===== config.mk =====
export PLATFORM = sky130hd
export DESIGN_NAME = encoded_memory_sequencer
export DESIGN_NICKNAME = d
export VERILOG_FILES = /design/src/rtl/encoded_memory_sequencer_pkg.sv /design/src/rtl/encoded_memory_sequencer.sv
export SDC_FILE = /design/constraint.sdc
export NUM_CORES = 1
export LEC_CHECK = 0
export ABC_AREA = 1
export CAP_MARGIN = 10
export CELL_PAD_IN_SITES_DETAIL_PLACEMENT = 1
export CELL_PAD_IN_SITES_GLOBAL_PLACEMENT = 1
export CORE_MARGIN = 3
export CORE_UTILIZATION = 32
export CTS_CLUSTER_DIAMETER = 30
export DETAILED_ROUTE_END_ITERATION = 8
export HOLD_SLACK_MARGIN = 0.1
export PLACE_DENSITY_LB_ADDON = 0.12
export SLEW_MARGIN = 20
export SYNTH_ARGS = -nofsm -noshare
export SYNTH_HDL_FRONTEND = slang
export SYNTH_SLANG_ARGS = --single-unit

===== constraint.sdc =====
create_clock -name CLK -period 2 [get_ports CLK]
set_input_delay 0.3 -clock CLK [delete_from_list [all_inputs] [get_ports CLK]]
set_output_delay 0.3 -clock CLK [all_outputs]
set_load 0.01 [all_outputs]

===== src/rtl/encoded_memory_sequencer_pkg.sv =====
// rtl/encoded_memory_sequencer_pkg.sv - shared state encoding, default sizes and memory mode codes
package encoded_memory_sequencer_pkg;

    localparam int P_DATA_W = 8;
    localparam int P_DEPTH  = 8;
    localparam int P_ADDR_W = 3;

    localparam logic MODE_WRITE = 1'b0;
    localparam logic MODE_READ  = 1'b1;

    typedef enum logic [2:0] {
        IDLE = 3'd0,
        LOAD = 3'd1,
        READ = 3'd2,
        SEND = 3'd3,
        DONE = 3'd4
    } seq_state_t;

endpackage


===== src/rtl/encoded_memory_sequencer.sv =====
// rtl/encoded_memory_sequencer.sv - burst load, read-back and streaming sequencer for EncodedMemory
module encoded_memory_sequencer
    import encoded_memory_sequencer_pkg::*;
#(
    parameter int DATA_W = P_DATA_W,
    parameter int DEPTH  = P_DEPTH,
    parameter int ADDR_W = P_ADDR_W
) (
    input  logic              CLK,
    input  logic              RST,
    input  logic              start,
    input  logic              in_valid,
    input  logic [DATA_W-1:0] in_data,
    output logic              in_ready,
    output logic              mem_mode,
    output logic [ADDR_W-1:0] mem_index,
    output logic [DATA_W-1:0] mem_number,
    input  logic [DATA_W-1:0] mem_result,
    output logic              out_valid,
    output logic [DATA_W-1:0] out_data,
    output logic              out_last,
    input  logic              out_ready,
    output logic              busy,
    output logic              done,
    output logic [DATA_W+2:0] sum
);

    localparam logic [ADDR_W-1:0] LAST_IDX = ADDR_W'(DEPTH - 1);

    seq_state_t        state_q;
    seq_state_t        state_d;
    logic [ADDR_W-1:0] idx_q;
    logic [DATA_W-1:0] out_data_q;
    logic [DATA_W+2:0] sum_q;
    logic              at_last;

    assign at_last    = (idx_q == LAST_IDX);
    assign mem_index  = idx_q;
    assign mem_number = in_data;
    assign out_data   = out_data_q;
    assign sum        = sum_q;

    // Next-state and handshake/strobe decode; memory only writes while a byte is offered in LOAD
    always_comb begin
        state_d   = state_q;
        in_ready  = 1'b0;
        mem_mode  = MODE_READ;
        out_valid = 1'b0;
        out_last  = 1'b0;
        busy      = (state_q != IDLE);
        done      = 1'b0;
        case (state_q)
            IDLE: begin
                if (start) begin
                    state_d = LOAD;
                end
            end
            LOAD: begin
                in_ready = 1'b1;
                if (in_valid) begin
                    mem_mode = MODE_WRITE;
                    if (at_last) begin
                        state_d = READ;
                    end
                end
            end
            READ: begin
                state_d = SEND;
            end
            SEND: begin
                out_valid = 1'b1;
                out_last  = at_last;
                if (out_ready) begin
                    state_d = at_last ? DONE : READ;
                end
            end
            DONE: begin
                done    = 1'b1;
                state_d = IDLE;
            end
            default: begin
                state_d = IDLE;
            end
        endcase
    end

    // State register
    always_ff @(posedge CLK or posedge RST) begin
        if (RST) begin
            state_q <= IDLE;
        end else begin
            state_q <= state_d;
        end
    end

    // Index counter, read-back capture and running sum of accepted words
    always_ff @(posedge CLK or posedge RST) begin
        if (RST) begin
            idx_q      <= '0;
            out_data_q <= '0;
            sum_q      <= '0;
        end else begin
            case (state_q)
                IDLE: begin
                    if (start) begin
                        idx_q <= '0;
                        sum_q <= '0;
                    end
                end
                LOAD: begin
                    if (in_valid) begin
                        idx_q <= at_last ? '0 : idx_q + 1'b1;
                    end
                end
                READ: begin
                    out_data_q <= mem_result;
                end
                SEND: begin
                    if (out_ready) begin
                        sum_q <= sum_q + (DATA_W + 3)'(out_data_q);
                        if (!at_last) begin
                            idx_q <= idx_q + 1'b1;
                        end
                    end
                end
                default: begin
                end
            endcase
        end
    end

endmodule


# Word-level counts from Yosys, hierarchy flattened
# Cells that the tools add are included.
# word_totals
reg_bits,25
latch_bits,0
ramBits,0
romBits,0
out_inout_bits,36
memories,0
# op_classes
add_sub_neg,2
multipliers,0
div_mod_pow,0
n_lt_le_gt_ge,0
eq_ne,10
n_shift,0
mux,21
bitwise,0
reduce_logical,7
# op_table
cell,n
3-bit two-way mux,10
11-bit two-way mux,2
11-bit case mux with 2 select lines,1
3-bit case mux with 4 select lines,1
11-bit by 8-bit adder with 11-bit output,1
"2-bit inequality test, second input constant",5
3-bit case mux with 3 select lines,1
"3-bit by 2-bit equality test with 1-bit output, second input constant",2
"3-bit equality test, second input constant",2
1-bit two-way mux,6
3-bit nonzero test,2
5-bit AND reduction,1
4-bit AND reduction,1
"3-bit by 1-bit adder with 3-bit output, second input constant",1
"3-bit by 1-bit equality test with 1-bit output, second input constant",1
3-bit logical NOT,1
3-bit AND reduction,1
2-bit nonzero test,1

# Depth between registers and ports, before layout
# Gate-level depths: netlist of the first run.
# logic_depth
ltp_word,4
mapped_depth,11
depth_no_buf,11

# Worst setup path before layout of the first run
# OpenSTA, ideal clock, no wires.
# synth_path
kind,register to register
start,"register out_data_q[0], in the netlist out_data[0]"
end,"register sum_q[10], in the netlist sum[10]"
setup_time_ns,0.119
arrival_time_ns,1.573
setup_slack_ns,0.308
path_stages_with_launch,9
n_path_buf,0
path_cell_list,dfrtp_1 ha_1 fa_1 nand2_1 nand3_1 o211ai_1 nand2_1 a21oi_1 nor2_1
# synth_via
elab_chain_cells,3
# synth_lines
item,line_no,rtl
start: declaration,encoded_memory_sequencer.sv:33,logic [DATA_W-1:0] out_data_q;
start signal: assignment,encoded_memory_sequencer.sv:116,out_data_q <= mem_result;
11-bit by 8-bit adder with 11-bit output,encoded_memory_sequencer.sv:120,sum_q <= sum_q + (DATA_W + 3)'(out_data_q);
11-bit two-way mux,encoded_memory_sequencer.sv:119,if (out_ready) begin
11-bit case mux with 2 select lines,encoded_memory_sequencer.sv:103,case (state_q)
end signal: assignment,encoded_memory_sequencer.sv:120,
end: declaration,encoded_memory_sequencer.sv:34,logic [DATA_W+2:0] sum_q;
# Every way passes these cells. The select of a mux whose other input is x is not followed.
# A chain may end at the register's enable or synchronous reset.

# Worst setup path in the final report of the first run
# layout_path
start,register state_q[0]
end,output port busy
# layout_via
elab_chain_cells,1
# layout_lines
item,line_no,rtl
start: declaration,encoded_memory_sequencer.sv:30,seq_state_t state_q;
start signal: assignment,encoded_memory_sequencer.sv:92,state_q <= state_d;
3-bit nonzero test,encoded_memory_sequencer.sv:50,busy = (state_q != IDLE);
end: declaration,encoded_memory_sequencer.sv:23,"output logic busy,"
# Every way passes these cells.

==> results.toml, run 1 <==
[power]
p_leak_nw = 1.136
p_int_w = 0.001906
power.switching_w = 0.001638
powerDensity_nw_per_um2 = 1646
ir_drop_mv = 0.6913
pwr-share-seq_pct = 26.4
p_sw_share_pct = 46.21
p_comb_share_pct = 64.7
p_clk_share_pct = 8.8

[grt]
busiest_layer = "met2"
grt_overflow = 0
grtUsageMet3_pct = 3.873
use_met1_pct = 21.10
antenna_found_initial = 0
grt_max_degree = 26
grt_usage_pct = 15.05
grt_pass1_vias = 1535
grt_util_met2_pct = 23.43
grt_pass1_wl_mm = 7.286

[hold_path]
min_path_type = "primary input to asynchronous set/reset pin"

[worst_setup_path]
crit_path_end_kind = "output port"
slowest_stage = "clkdlybuf4s50_1"
r2r_setup_slack_ns = 0.19
worstPathCellList = "buf_4 -> nor2_4 -> nand2_1 -> clkdlybuf4s50_1"
critPathLaunchType = "register"
crit_fanout = 5
critPathArrivalTime_ns = 1.61
slowest_delay_ns = 0.50
criticalPathCategory = "register to output port"
rr_worst_depth = 8
required_ns = 1.70

[logic_synthesis]
synth-seq-area-share_pct = 38.94
synth_top_cell_by_area = "dfrtp_1"
ys.flop_type = "dfrtp_1"
synth.area.top_cells = "dfrtp_1 (39%), nand2_1 (18%), ha_1 (7.8%), inv_1 (4.2%), nor2_1 (4.2%)"
synthTopCellsByCount = "nand2_1 (75), dfrtp_1 (25), inv_1 (18), nor2_1 (18), nand3_1 (12)"
synth_edf_count = 0
yosysWarningCount = 0
synth_top_area_share_pct = 38.94
syn-num-nets = 242
syn_area_per_cell_um2 = 7.650
async_flop_share_pct = 100.0
synth_cells = 210
netlist_area_um2 = 1607
synth.most_common_cell = "nand2_1"
yosysUniqueCellTypes = 26
yosys_register_bits = 25

[timing]
setup_viol = 0
skew_ns = 0.003127
finalCritPeriodShare_pct = 95.64
maxSlewViolCount = 0
max_freq_mhz = 522.8
fin_crit_ns = 1.913
timing.hold.ws_ns = 0.3754
worst_pin_slew_ns = 0.3388
hold_viol = 0
max_slew_margin_pct = 77.17

[clocking]
clock-sinks = 25
cts.clk_slew.worst_paths_ns = 0.09
numCtsBuffers = 3
cts-root-buf = "clkbuf_8"
cts_max_level = 1
ctsHoldBuffers = 0
insertion_delay_ns = 0.27
clk_path_buf_depth = 2
cts_tree = "yes"

[final_layout]
final_area_um2 = 2153
layout.nets = 288
diodes = 0
regArea_um2 = 626.9
area_growth_pct = 34.03
fillers = 609
drive_above_1_share_pct = 13.73
multi_input_area_um2 = 840.8

[floorplanning]
die_w_um = 76.86
die_h_um = 76.86
rows = 25
io-pin-count = 57
start_util_pct = 33.57
core_um2 = 4786
fp.dieArea_um2 = 5907

[job]
cap_violations = 0

[outcome]
status = "finished, final reports clean"

[drt]
totalWireLength_mm = 4.120
vias = 1467
first_iter_violations = 38
drt_pass1_iterations = 4
detail_route.wl_per_cell_um = 12.80
vias_per_cell = 4.556
drc = 0
final_antenna_net_count = 0

[place]
place_congestion = 0.7737
port_buffers = 40
place_hpwl_mm = 3.289
postPlaceCellArea_um2 = 2053
==> per-layer routing <==
metal	share of wire, %	vias to the layer above
met3	5.6	8
met2	43	32
li1	-	743
met1	50	684
met4	0.73	0
met5	0	-
==> stage by stage <==
stage | instances | setup TNS, ns | worst slack [ns] | utilization (%) | total power [W]
detailed placement | 312 | 0 | 0.1860 | 42.90 | 0.003188
finish | 322 | 0 | 0.08711 | 44.99 | 0.003544
global route | 322 | -0.004312 | -0.004312 | 44.99 | 0.003953
floorplan | 210 | 0 | 0.3077 | - | 0.002307
global placement | 312 | 0 | 0.2401 | 42.90 | 0.003168
CTS | 318 | 0 | 0.004700 | 44.18 | 0.003552
==> cell families (layout without fill, tap and decap cells) <==
logic type,after synthesis,in the layout,share of synthesized area [%]
AO/OA/AOI/OAI,22,22,8.099
XOR/XNOR,3,3,1.636
adder cells (fa/ha/maj),11,11,9.034
buffers and inverters,30,75,8.878
flip-flops,25,25,38.94
AND/OR/NAND/NOR,119,119,33.41
==> registers in the layout, summed over array words and instances, names as in the netlist <==
register,cells
mem_index,3
sum,11
out_data,8
state_q,3
==> worst paths after layout <==
path,end,start
worst max-delay path,busy,state_q[0]
worst min-delay path,out_data[1],RST
worst max register to register,sum[10],out_data[0]
worst min register to register,out_data[0],out_data[0]
max in group asynchronous,state_q[2],RST
min in group CLK,out_data[0],out_data[0]
==> layout by cell type, fill, tap and decap left out, drive strengths merged, types with 2 or more instances in the layout <==
cell type	count
a21oi	5
a22o	2
buf	9
clkbuf	3
clkdlybuf4s50	38
dfrtp	25
dlymetal6s2s	2
ha	10
inv	22
nand2	80
nand3	13
nor2	23
o21a	2
o21ai	11
or2	2
xor2	2
==> power by group through the flow <==
| stage | Clock [W] | Combinational (W) | Sequential, W |
|---|---|---|---|
| after floorplan | 0 | 0.00131 | 0.00100 |
| after global placement | 0 | 0.00221 | 0.000961 |
| after detailed placement | 0 | 0.00222 | 0.000965 |
| after CTS | 0.000324 | 0.00228 | 0.000952 |
| after global routing | 0.000348 | 0.00262 | 0.000982 |
| final | 0.000312 | 0.00229 | 0.000937 |
==> repair_timing <==
action,CTS,global route
setup endpoints to repair,1,3
hold endpoints to repair,0,0
gates cloned,0,0
setup buffers,2,4
resized for setup,0,5
==> area by class of cell <==
type	instances	area share [%]
tap	67	3.893
sequential	25	29.11
clock inverter	1	0.2324
multi-input combinational	155	39.05
clock buffer	3	1.917
inverter	22	3.835
timing repair buffer	49	21.96
==> critical path: cells and delay by family (launching register included) <==
| kind | cells | cell delay [ns] |
|---|---|---|
| and+or+nand+nor | 2 | 0.28 |
| DFF | 1 | 0.41 |
| buffers and inverters | 2 | 0.65 |
(Power assumes the default switching activity.)
==> run 2, diff against run 1 <==
Settings changed: CELL_PAD_IN_SITES_DETAIL_PLACEMENT 1 to unset, CELL_PAD_IN_SITES_GLOBAL_PLACEMENT 1 to unset, CORE_UTILIZATION 32 to 40, SLEW_MARGIN 20 to 10.
==> run 2 against run 1 <==
Compared with the run above: sequential share of layout area rose by 0.94 points; non-clock buffer count fell by 6; wire length fell by 16%; fmax rose by 1.8%; global-route usage rose by 0.83 points; critical path depth fell by 1; combinational power fell by 7%; count of clock-buffer cells in the layout did not move; via count fell by 4.2%; sequential power rose by 1%; critical endpoint unchanged.
==> results.toml, run 2 (synthesis gave the netlist of run 1 again) <==
[outcome]
status = "finished, final reports clean"

[grt]
grt_pass1_wl_mm = 6.285
grt_usage_pct = 15.88
grt_max_degree = 26
grt_pass1_vias = 1418
grt_overflow = 0
antenna_found_initial = 0

[place]
port_buffers = 40
place_congestion = 0.8120
place_hpwl_mm = 2.765
post-place-ws_ns = 0.2118

[timing]
hold_viol = 0
max_slew_margin_pct = 78.34
skew_ns = 0.009037
tns_ns = 0
fin_crit_ns = 1.880
setup_viol = 0
rsz0062_at_grt = "false"
max_freq_mhz = 531.9
maxSlewViolCount = 0
worst_pin_slew_ns = 0.3249
finalCritPeriodShare_pct = 93.99
setup_ws_ns = 0.1201

[floorplanning]
fp.dieArea_um2 = 4813
core_um2 = 3771
rows = 22
io-pin-count = 57
start_util_pct = 42.60
die_h_um = 69.38
die_w_um = 69.38

[power]
power.switching_w = 0.001543
p_leak_nw = 1.098
p_clk_share_pct = 8.9
pwr-share-seq_pct = 27.9
ir_drop_mv = 0.6927
p_comb_share_pct = 63.1
p_sw_share_pct = 45.55
powerDensity_nw_per_um2 = 1627
p_int_w = 0.001844

[worst_setup_path]
crit_fanout = 5
critPathArrivalTime_ns = 1.58
critPathLaunchType = "register"
required_ns = 1.70
crit_path_end_kind = "output port"
criticalPathCategory = "register to output port"

[clocking]
cts.clk_slew.worst_paths_ns = 0.09
clk_path_buf_depth = 2
insertion_delay_ns = 0.27
clock-sinks = 25
cts_tree = "yes"
numCtsBuffers = 3
cts-root-buf = "clkbuf_8"
cts_max_level = 1
ctsHoldBuffers = 0

[final_layout]
fillers = 368
final_common_cell = "nand2_1"
largest_reg_flops = 11
area_growth_pct = 29.60
diodes = 0
layout.nets = 282
layout_common_cells = "nand2_1 (75), clkdlybuf4s50_1 (37), dfrtp_1 (25)"
drive_above_1_share_pct = 11.24

[drt]
first_iter_violations = 71
drt_pass1_iterations = 4
vias = 1405
detail_route.wl_per_cell_um = 11.64
vias_per_cell = 4.731
drc = 0
final_antenna_net_count = 0
totalWireLength_mm = 3.457

[job]
cap_violations = 0

[hold_path]
min_path_type = "primary input to asynchronous set/reset pin"
-- run 2: through the flow --
| step | utilization (%) | power [W] | std cells | hold WS, ns | area, um^2 |
|---|---|---|---|---|---|
| 6_report | 55.21 | 0.003387 | 297 | 0.3727 | 2082 |
| 5_1_grt | 55.21 | 0.003763 | 297 | 0.4271 | 2082 |
| 4_1_cts | 55.01 | 0.003437 | 297 | 0.3840 | 2074 |
| 3_5_place_dp | 53.82 | 0.003107 | 293 | 0.4977 | 2029 |
| 3_3_place_gp | 53.82 | 0.003113 | 293 | 0.4919 | 2029 |
| 2_1_floorplan | - | 0.002307 | 210 | 0.3273 | 1607 |
-- run 2: final timing paths --
check / from / end / slack, ns / cells past startpoint
max reg2reg: out_data[0] / sum[10] / 0.22 / 8
min: RST / sum[2] / 0.37 / 3
min reg2reg: out_data[0] / out_data[0] / 0.52 / 2
min in group CLK: out_data[0] / out_data[0] / 0.52 / 2
max: state_q[2] / busy / 0.12 / 3
max in group asynchronous: RST / mem_index[2] / 1.38 / 3
-- run 2: routing by layer --
metal  vias up  global-route usage (%)  wire (um)
met2        34                   25.74       1548
li1        738                       -          -
met4         0                   3.471         24
met3         4                   3.623        181
met5         -                       0          0
met1       629                   21.58       1702
-- run 2: power by group through the flow --
stage	clock (W)	sequential, W	combinational (W)
final	0.000303	0.000946	0.00214
after CTS	0.000318	0.000952	0.00217
after floorplan	0	0.00100	0.00131
after detailed placement	0	0.000960	0.00215
after global routing	0.000340	0.000993	0.00243
after global placement	0	0.000956	0.00216
-- run 2: area by class of cell --
| cell class | instances | area [um^2] | area share [%] |
|---|---|---|---|
| clock buffer | 3 | 41.29 | 1.983 |
| clock inverter | 1 | 5.005 | 0.2404 |
| inverter | 22 | 82.58 | 3.966 |
| multi-input combinational | 155 | 840.8 | 40.38 |
| sequential | 25 | 625.6 | 30.05 |
| tap | 48 | 60.06 | 2.885 |
| timing repair buffer | 43 | 426.7 | 20.49 |
-- run 2: what timing repair did --
item,4_1_cts,5_1_grt
setup buffers,0,0
setup endpoints to repair,1,2
hold endpoints to repair,0,0
resized for setup,1,4
-- run 2: worst max-delay path: stages, from the launching register on --
cell and delay (ns):
dfrtp_1 0.47, nor2_4 0.21, nand2_1 0.13, clkdlybuf4s50_1 0.50
==> run 3, diff against run 2 <==
Settings changed: TNS_END_PERCENT set to 5.
==> results of run 3 <==
Same layout as run 2: the final DEF is identical, and so are final timing and power.
